==> src/rtl/badapple_pkg.sv <==
// Shared types and helpers for the frame bank sequencer and its pointer counters.
package badapple_pkg;

   localparam int unsigned MAX_BANKS = 8;
   localparam int unsigned PTR_W     = $clog2(MAX_BANKS);

   typedef enum logic [1:0] {
      StIdle  = 2'd0,
      StPrime = 2'd1,
      StRun   = 2'd2
   } seq_state_t;

   function automatic logic [MAX_BANKS-1:0] onehot_bank(input logic [PTR_W-1:0] ptr);
      logic [MAX_BANKS-1:0] oh;
      oh      = '0;
      oh[ptr] = 1'b1;
      return oh;
   endfunction

endpackage

==> src/rtl/wrap_counter.sv <==
// Modulo-N bank pointer with increment and synchronous clear.
module wrap_counter
   import badapple_pkg::*;
#(
   parameter int unsigned N = 2
) (
   input  logic             i_clk,
   input  logic             i_rst,
   input  logic             i_clr,
   input  logic             i_inc,
   output logic [PTR_W-1:0] o_cnt
);

   logic [PTR_W-1:0] r_cnt;

   always_ff @(posedge i_clk or posedge i_rst) begin
      if (i_rst) begin
         r_cnt <= '0;
      end else if (i_clr) begin
         r_cnt <= '0;
      end else if (i_inc) begin
         r_cnt <= (32'(r_cnt) == N - 1) ? '0 : r_cnt + 1'b1;
      end
   end

   assign o_cnt = r_cnt;

endmodule

==> src/rtl/frame_bank_sequencer.sv <==
// Circular-queue frame bank sequencer: fills banks ahead of display, repeats on underrun.
// Optional UNDERRUN_CNT_EN adds a 16-bit saturating underrun counter port.
module frame_bank_sequencer
   import badapple_pkg::*;
#(
   parameter int unsigned NUM_BANKS   = 2,
   parameter int unsigned PRIME_DEPTH = 1
) (
   input  logic                           CLK_40,
   input  logic                           reset,
   input  logic                           init,
   input  logic                           frame_start,
   input  logic                           write_done,
   output logic                           start_req,
   output logic                           write_active,
   output logic [NUM_BANKS-1:0]           write_sel,
   output logic                           read_valid,
   output logic [NUM_BANKS-1:0]           read_sel,
   output logic [$clog2(NUM_BANKS+1)-1:0] queued,
   output logic                           underrun,
`ifdef UNDERRUN_CNT_EN
   output logic                           protocol_err,
   output logic [15:0]                    underrun_cnt
`else
   output logic                           protocol_err
`endif
);

   localparam int unsigned CW = $clog2(NUM_BANKS + 1);

   seq_state_t       r_state;
   logic [CW-1:0]    r_count;
   logic             r_disp;
   logic             r_write_active;
   logic             r_start_req;
   logic             r_underrun;
   logic             r_protocol_err;
   logic [PTR_W-1:0] w_wp;
   logic [PTR_W-1:0] w_rp;

   logic w_active;
   logic w_launch;
   logic w_wr_done;
   logic w_fs;
   logic w_first;
   logic w_adv;
   logic w_urun;
   logic w_pop;

   // init overrides every other event in the cycle it arrives.
   assign w_active  = (r_state != StIdle) && !init;
   assign w_launch  = w_active && !r_write_active &&
                      ((32'(r_count) + 32'(r_disp)) < NUM_BANKS);
   assign w_wr_done = w_active && write_done && r_write_active;
   assign w_fs      = w_active && frame_start;
   assign w_first   = w_fs && (r_state == StPrime) && (32'(r_count) >= PRIME_DEPTH);
   assign w_adv     = w_fs && (r_state == StRun) && (r_count != '0);
   assign w_urun    = w_fs && (r_state == StRun) && (r_count == '0);
   assign w_pop     = w_first || w_adv;

   wrap_counter #(
      .N (NUM_BANKS)
   ) u_wp (
      .i_clk (CLK_40),
      .i_rst (reset),
      .i_clr (init),
      .i_inc (w_wr_done),
      .o_cnt (w_wp)
   );

   wrap_counter #(
      .N (NUM_BANKS)
   ) u_rp (
      .i_clk (CLK_40),
      .i_rst (reset),
      .i_clr (init),
      .i_inc (w_adv),
      .o_cnt (w_rp)
   );

   always_ff @(posedge CLK_40 or posedge reset) begin
      if (reset) begin
         r_state        <= StIdle;
         r_count        <= '0;
         r_disp         <= 1'b0;
         r_write_active <= 1'b0;
         r_start_req    <= 1'b0;
         r_underrun     <= 1'b0;
         r_protocol_err <= 1'b0;
      end else begin
         r_start_req    <= w_launch;
         r_underrun     <= w_urun;
         r_protocol_err <= write_done && !r_write_active;
         if (init) begin
            r_state        <= StPrime;
            r_count        <= '0;
            r_disp         <= 1'b0;
            r_write_active <= 1'b0;
         end else if (w_active) begin
            if (w_launch) begin
               r_write_active <= 1'b1;
            end else if (w_wr_done) begin
               r_write_active <= 1'b0;
            end
            // Pop decision used the pre-increment count; both edits land together.
            r_count <= r_count + CW'(w_wr_done) - CW'(w_pop);
            if (w_first) begin
               r_state <= StRun;
               r_disp  <= 1'b1;
            end
         end
      end
   end

`ifdef UNDERRUN_CNT_EN
   logic [15:0] r_underrun_cnt;

   always_ff @(posedge CLK_40 or posedge reset) begin
      if (reset) begin
         r_underrun_cnt <= '0;
      end else if (init) begin
         r_underrun_cnt <= '0;
      end else if (w_urun && (r_underrun_cnt != 16'hFFFF)) begin
         r_underrun_cnt <= r_underrun_cnt + 16'd1;
      end
   end

   assign underrun_cnt = r_underrun_cnt;
`endif

   assign start_req    = r_start_req;
   assign write_active = r_write_active;
   assign write_sel    = r_write_active ? NUM_BANKS'(onehot_bank(w_wp)) : '0;
   assign read_valid   = r_disp;
   assign read_sel     = r_disp ? NUM_BANKS'(onehot_bank(w_rp)) : '0;
   assign queued       = r_count;
   assign underrun     = r_underrun;
   assign protocol_err = r_protocol_err;

endmodule

==> config.mk <==
export PLATFORM = sky130hd
export DESIGN_NAME = frame_bank_sequencer
export DESIGN_NICKNAME = d
export VERILOG_FILES = /design/src/rtl/badapple_pkg.sv /design/src/rtl/wrap_counter.sv /design/src/rtl/frame_bank_sequencer.sv
export SDC_FILE = /design/constraint.sdc
export NUM_CORES = 1
export LEC_CHECK = 0
export CORE_AREA = 5 5 44 46
export DETAILED_ROUTE_END_ITERATION = 7
export DIE_AREA = 0 0 49 51
export PLACE_DENSITY = 0.9
export REMOVE_ABC_BUFFERS = 1
export SYNTH_ARGS = -nofsm -noshare
export SYNTH_HDL_FRONTEND = slang
export SYNTH_HIERARCHICAL = 1
export SYNTH_SLANG_ARGS = --single-unit
==> constraint.sdc <==
create_clock -name CLK_40 -period 3.12 [get_ports CLK_40]
set_input_delay 0.624 -clock CLK_40 [delete_from_list [all_inputs] [get_ports CLK_40]]
set_output_delay 0.624 -clock CLK_40 [all_outputs]
set_load 0.02 [all_outputs]
==> metrics.yaml <==
status:
  status: "finished, final reports clean"
setup_path:
  endpoint_kind: "output pin"
  worst_ep_required_time_ns: 2.50
  cp_max_fo: 8
  critPathLaunchType: "flip-flop"
  critical_path_class: "reg -> out"
  cp.arrival_ns: 1.96
clocking:
  post_cts_resized: 0
  htreeDepth: 1
  cts-root-buf: "clkbuf_4"
  cts_tree: "yes"
  cts_made_buffers: 3
  cts_setup_buffers: 0
  clock_latency_ns: 0.29
  cts_buffer_depth: 2
  cts_hold_buf: 0
  path_clk_slew_ns: 0.09
  cts_sinks: 14
timing:
  period_share_pct: 82.76
  slew_headroom_pct: 75.57
  post-route-min-period_ns: 2.582
  rsz0062_at_grt: "false"
  tightest_slew_ns: 0.3626
  clock.fmax_mhz: 387.3
  finalSetupViolCount: 0
  hold_viol_final: 0
  setup_tns_ns: 0
  skew_ns: 0.003064
  slew_violations: 0
synth:
  netlist_instances: 72
  synth_area_um2: 743.2
  seq_area_frac_synth_pct: 47.14
  ys_types: 29
  syn_area_per_cell_um2: 10.32
  ys.warnings.count: 6
  ys_seq_elements: 14
floorplanning:
  fp.dieH_um: 51
  coreArea_mm2: 0.001471
  rows: 14
  start_util_pct: 50.51
  io-pin-count: 16
  die_x_um: 49
  dieArea_mm2: 0.002499
run:
  drv_cap: 0
cells_and_area:
  layout-drive-gt1-share_pct: 14.29
  mostFrequentLayoutCell: "clkdlybuf4s50_1"
  diodes: 0
  layout_common_cells: "clkdlybuf4s50_1, dfrtp_1, inv_1"
  nets: 99
  layout-area-overhead-vs-synth_pct: 28.62
  fill_cells: 122
drt:
  drc: 0
  first_pass_iters: 4
  avgViaCountPerCell: 5.907
  vias: 632
  initialDrtViolationCount: 7
  postRouteAntennaNets: 0
  wl_per_cell_um: 15.31
  drt-total-wl_um: 1638
pwr:
  pwr-share-seq_pct: 43.6
  clockPowerShare_pct: 24.5
  power_leakage_nw: 0.4260
  power_density_mw_per_mm2: 575.5
  irDropWorstVdd_v: 0.0002887
  switching_power_mw: 0.1900
  internal_power_mw: 0.3602
  switching_share_pct: 34.54
  p_total_mw: 0.5502
  combPwrFrac_pct: 31.9
place:
  hpwl_um: 1183
  place.gp.congestion: 0.6832
  port_buffers: 15
global_routing:
  grt_max_degree: 19
  antenna_found_initial: 0
  grt.overflow.total: 0
  grt_usage_pct: 14.31
  grt_pass1_wl_um: 2780
  grt_pass1_vias: 613
worst_hold_path:
  worstHoldPathType: "in -> async"
[metrics by stage]
| step | instance area, um^2 | cells | hold slack (ns) | util, % | setup slack [ns] |
|---|---|---|---|---|---|
| 2_1_floorplan | 734.5 | 70 | 0.3776 | - | 0.9435 |
| 3_3_place_gp | 919.6 | 103 | 0.5354 | 62.50 | 0.4131 |
| 3_5_place_dp | 919.6 | 103 | 0.5635 | 62.50 | 0.3516 |
| 4_1_cts | 955.9 | 107 | 0.5621 | 64.97 | 0.5216 |
| 5_1_grt | 955.9 | 107 | 0.5855 | 64.97 | 0.4044 |
| 6_report | 955.9 | 107 | 0.5592 | 64.97 | 0.5378 |
[final timing paths]
path                                          startpoint                         to  slack [ns]  cells past startpoint
worst max-delay path              r_state[1]$_DFFE_PP0P_                read_sel[1]        0.54                      3
worst min-delay path                               reset  u_wp/o_cnt[1]$_DFFE_PP0P_        0.56                      2
worst max register to register    r_state[0]$_DFFE_PP0P_      queued[1]$_DFFE_PP0P_        0.86                      8
worst min register to register  write_active$_DFFE_PP0P_     protocol_err$_DFF_PP0_        0.58                      1
max in group asynchronous                          reset     protocol_err$_DFF_PP0_        2.25                      2
min in group CLK_40             write_active$_DFFE_PP0P_     protocol_err$_DFF_PP0_        0.58                      1
[cells by family (layout without fill, tap and decap cells)]
group / Yosys count / count (layout) / share of synthesized area (%)
simple gates: 27 / 27 / 23.91
compound gates: 15 / 15 / 12.63
flops: 14 / 14 / 47.14
buf+inv: 8 / 27 / 4.207
xor+xnor: 4 / 4 / 4.713
fa+ha+maj: 2 / 2 / 3.366
mux: 2 / 2 / 4.041
[sequential cells by signal (all words and copies together), names as in the netlist]
register and flops:
u_wp/o_cnt 3, write_active 1, underrun 1, start_req 1, r_state 2, u_rp/o_cnt 3, protocol_err 1, queued 2
[synthesized netlist by cell type]
library cell	number	share of area, %
dfrtp_1	14	47
inv_1	6	3.0
a21oi_1	5	3.4
nor2_1	5	2.5
nor4_1	4	3.4
o21ai_0	4	2.7
xnor2_1	4	4.7
a21bo_2	2	2.7
and2b_1	2	2.0
ha_1	2	3.4
mux2_4	2	4.0
nand2_1	2	1.0
nand3_2	2	2.7
nand4b_1	2	2.4
nor4b_1	2	2.4
a21o_1	1	1.0
buf_2	1	0.67
clkbuf_1	1	0.50
nand2b_1	1	0.84
nand3b_1	1	1.0
nor2_2	1	0.84
nor2b_1	1	0.84
nor3_1	1	0.67
nor4bb_1	1	1.3
o211ai_1	1	1.0
o21ai_1	1	0.67
o41ai_1	1	1.2
or3_1	1	0.84
or3b_1	1	1.2
[metal layers]
metal	wire length [um]	track usage [%]
met5	0	0
met4	26	6.726
met3	89	3.488
met2	821	25.22
met1	701	16.30
[critical path, cell delays in order (launching register included)]
cell and delay, ns:
dfrtp_1 0.53, inv_1 0.16, nor4b_1 0.32, clkdlybuf4s50_1 0.66
[power groups by stage]
stage / combinational (mW) / sequential (mW) / clock [mW]
floorplan: 0.0747 / 0.257 / 0
global placement: 0.169 / 0.239 / 0
detailed placement: 0.175 / 0.242 / 0
CTS: 0.176 / 0.238 / 0.137
global route: 0.189 / 0.243 / 0.143
finish: 0.175 / 0.240 / 0.135
[layout make-up]
cell class | instances | area (um^2) | area share [%]
multi-input combinational | 50 | 361.6 | 37.83
sequential | 14 | 350.3 | 36.65
timing repair buffer | 17 | 165.2 | 17.28
clock buffer | 4 | 36.28 | 3.796
inverter | 6 | 22.52 | 2.356
tap | 16 | 20.02 | 2.094
No activity file was read; power rests on OpenSTA's default activity.
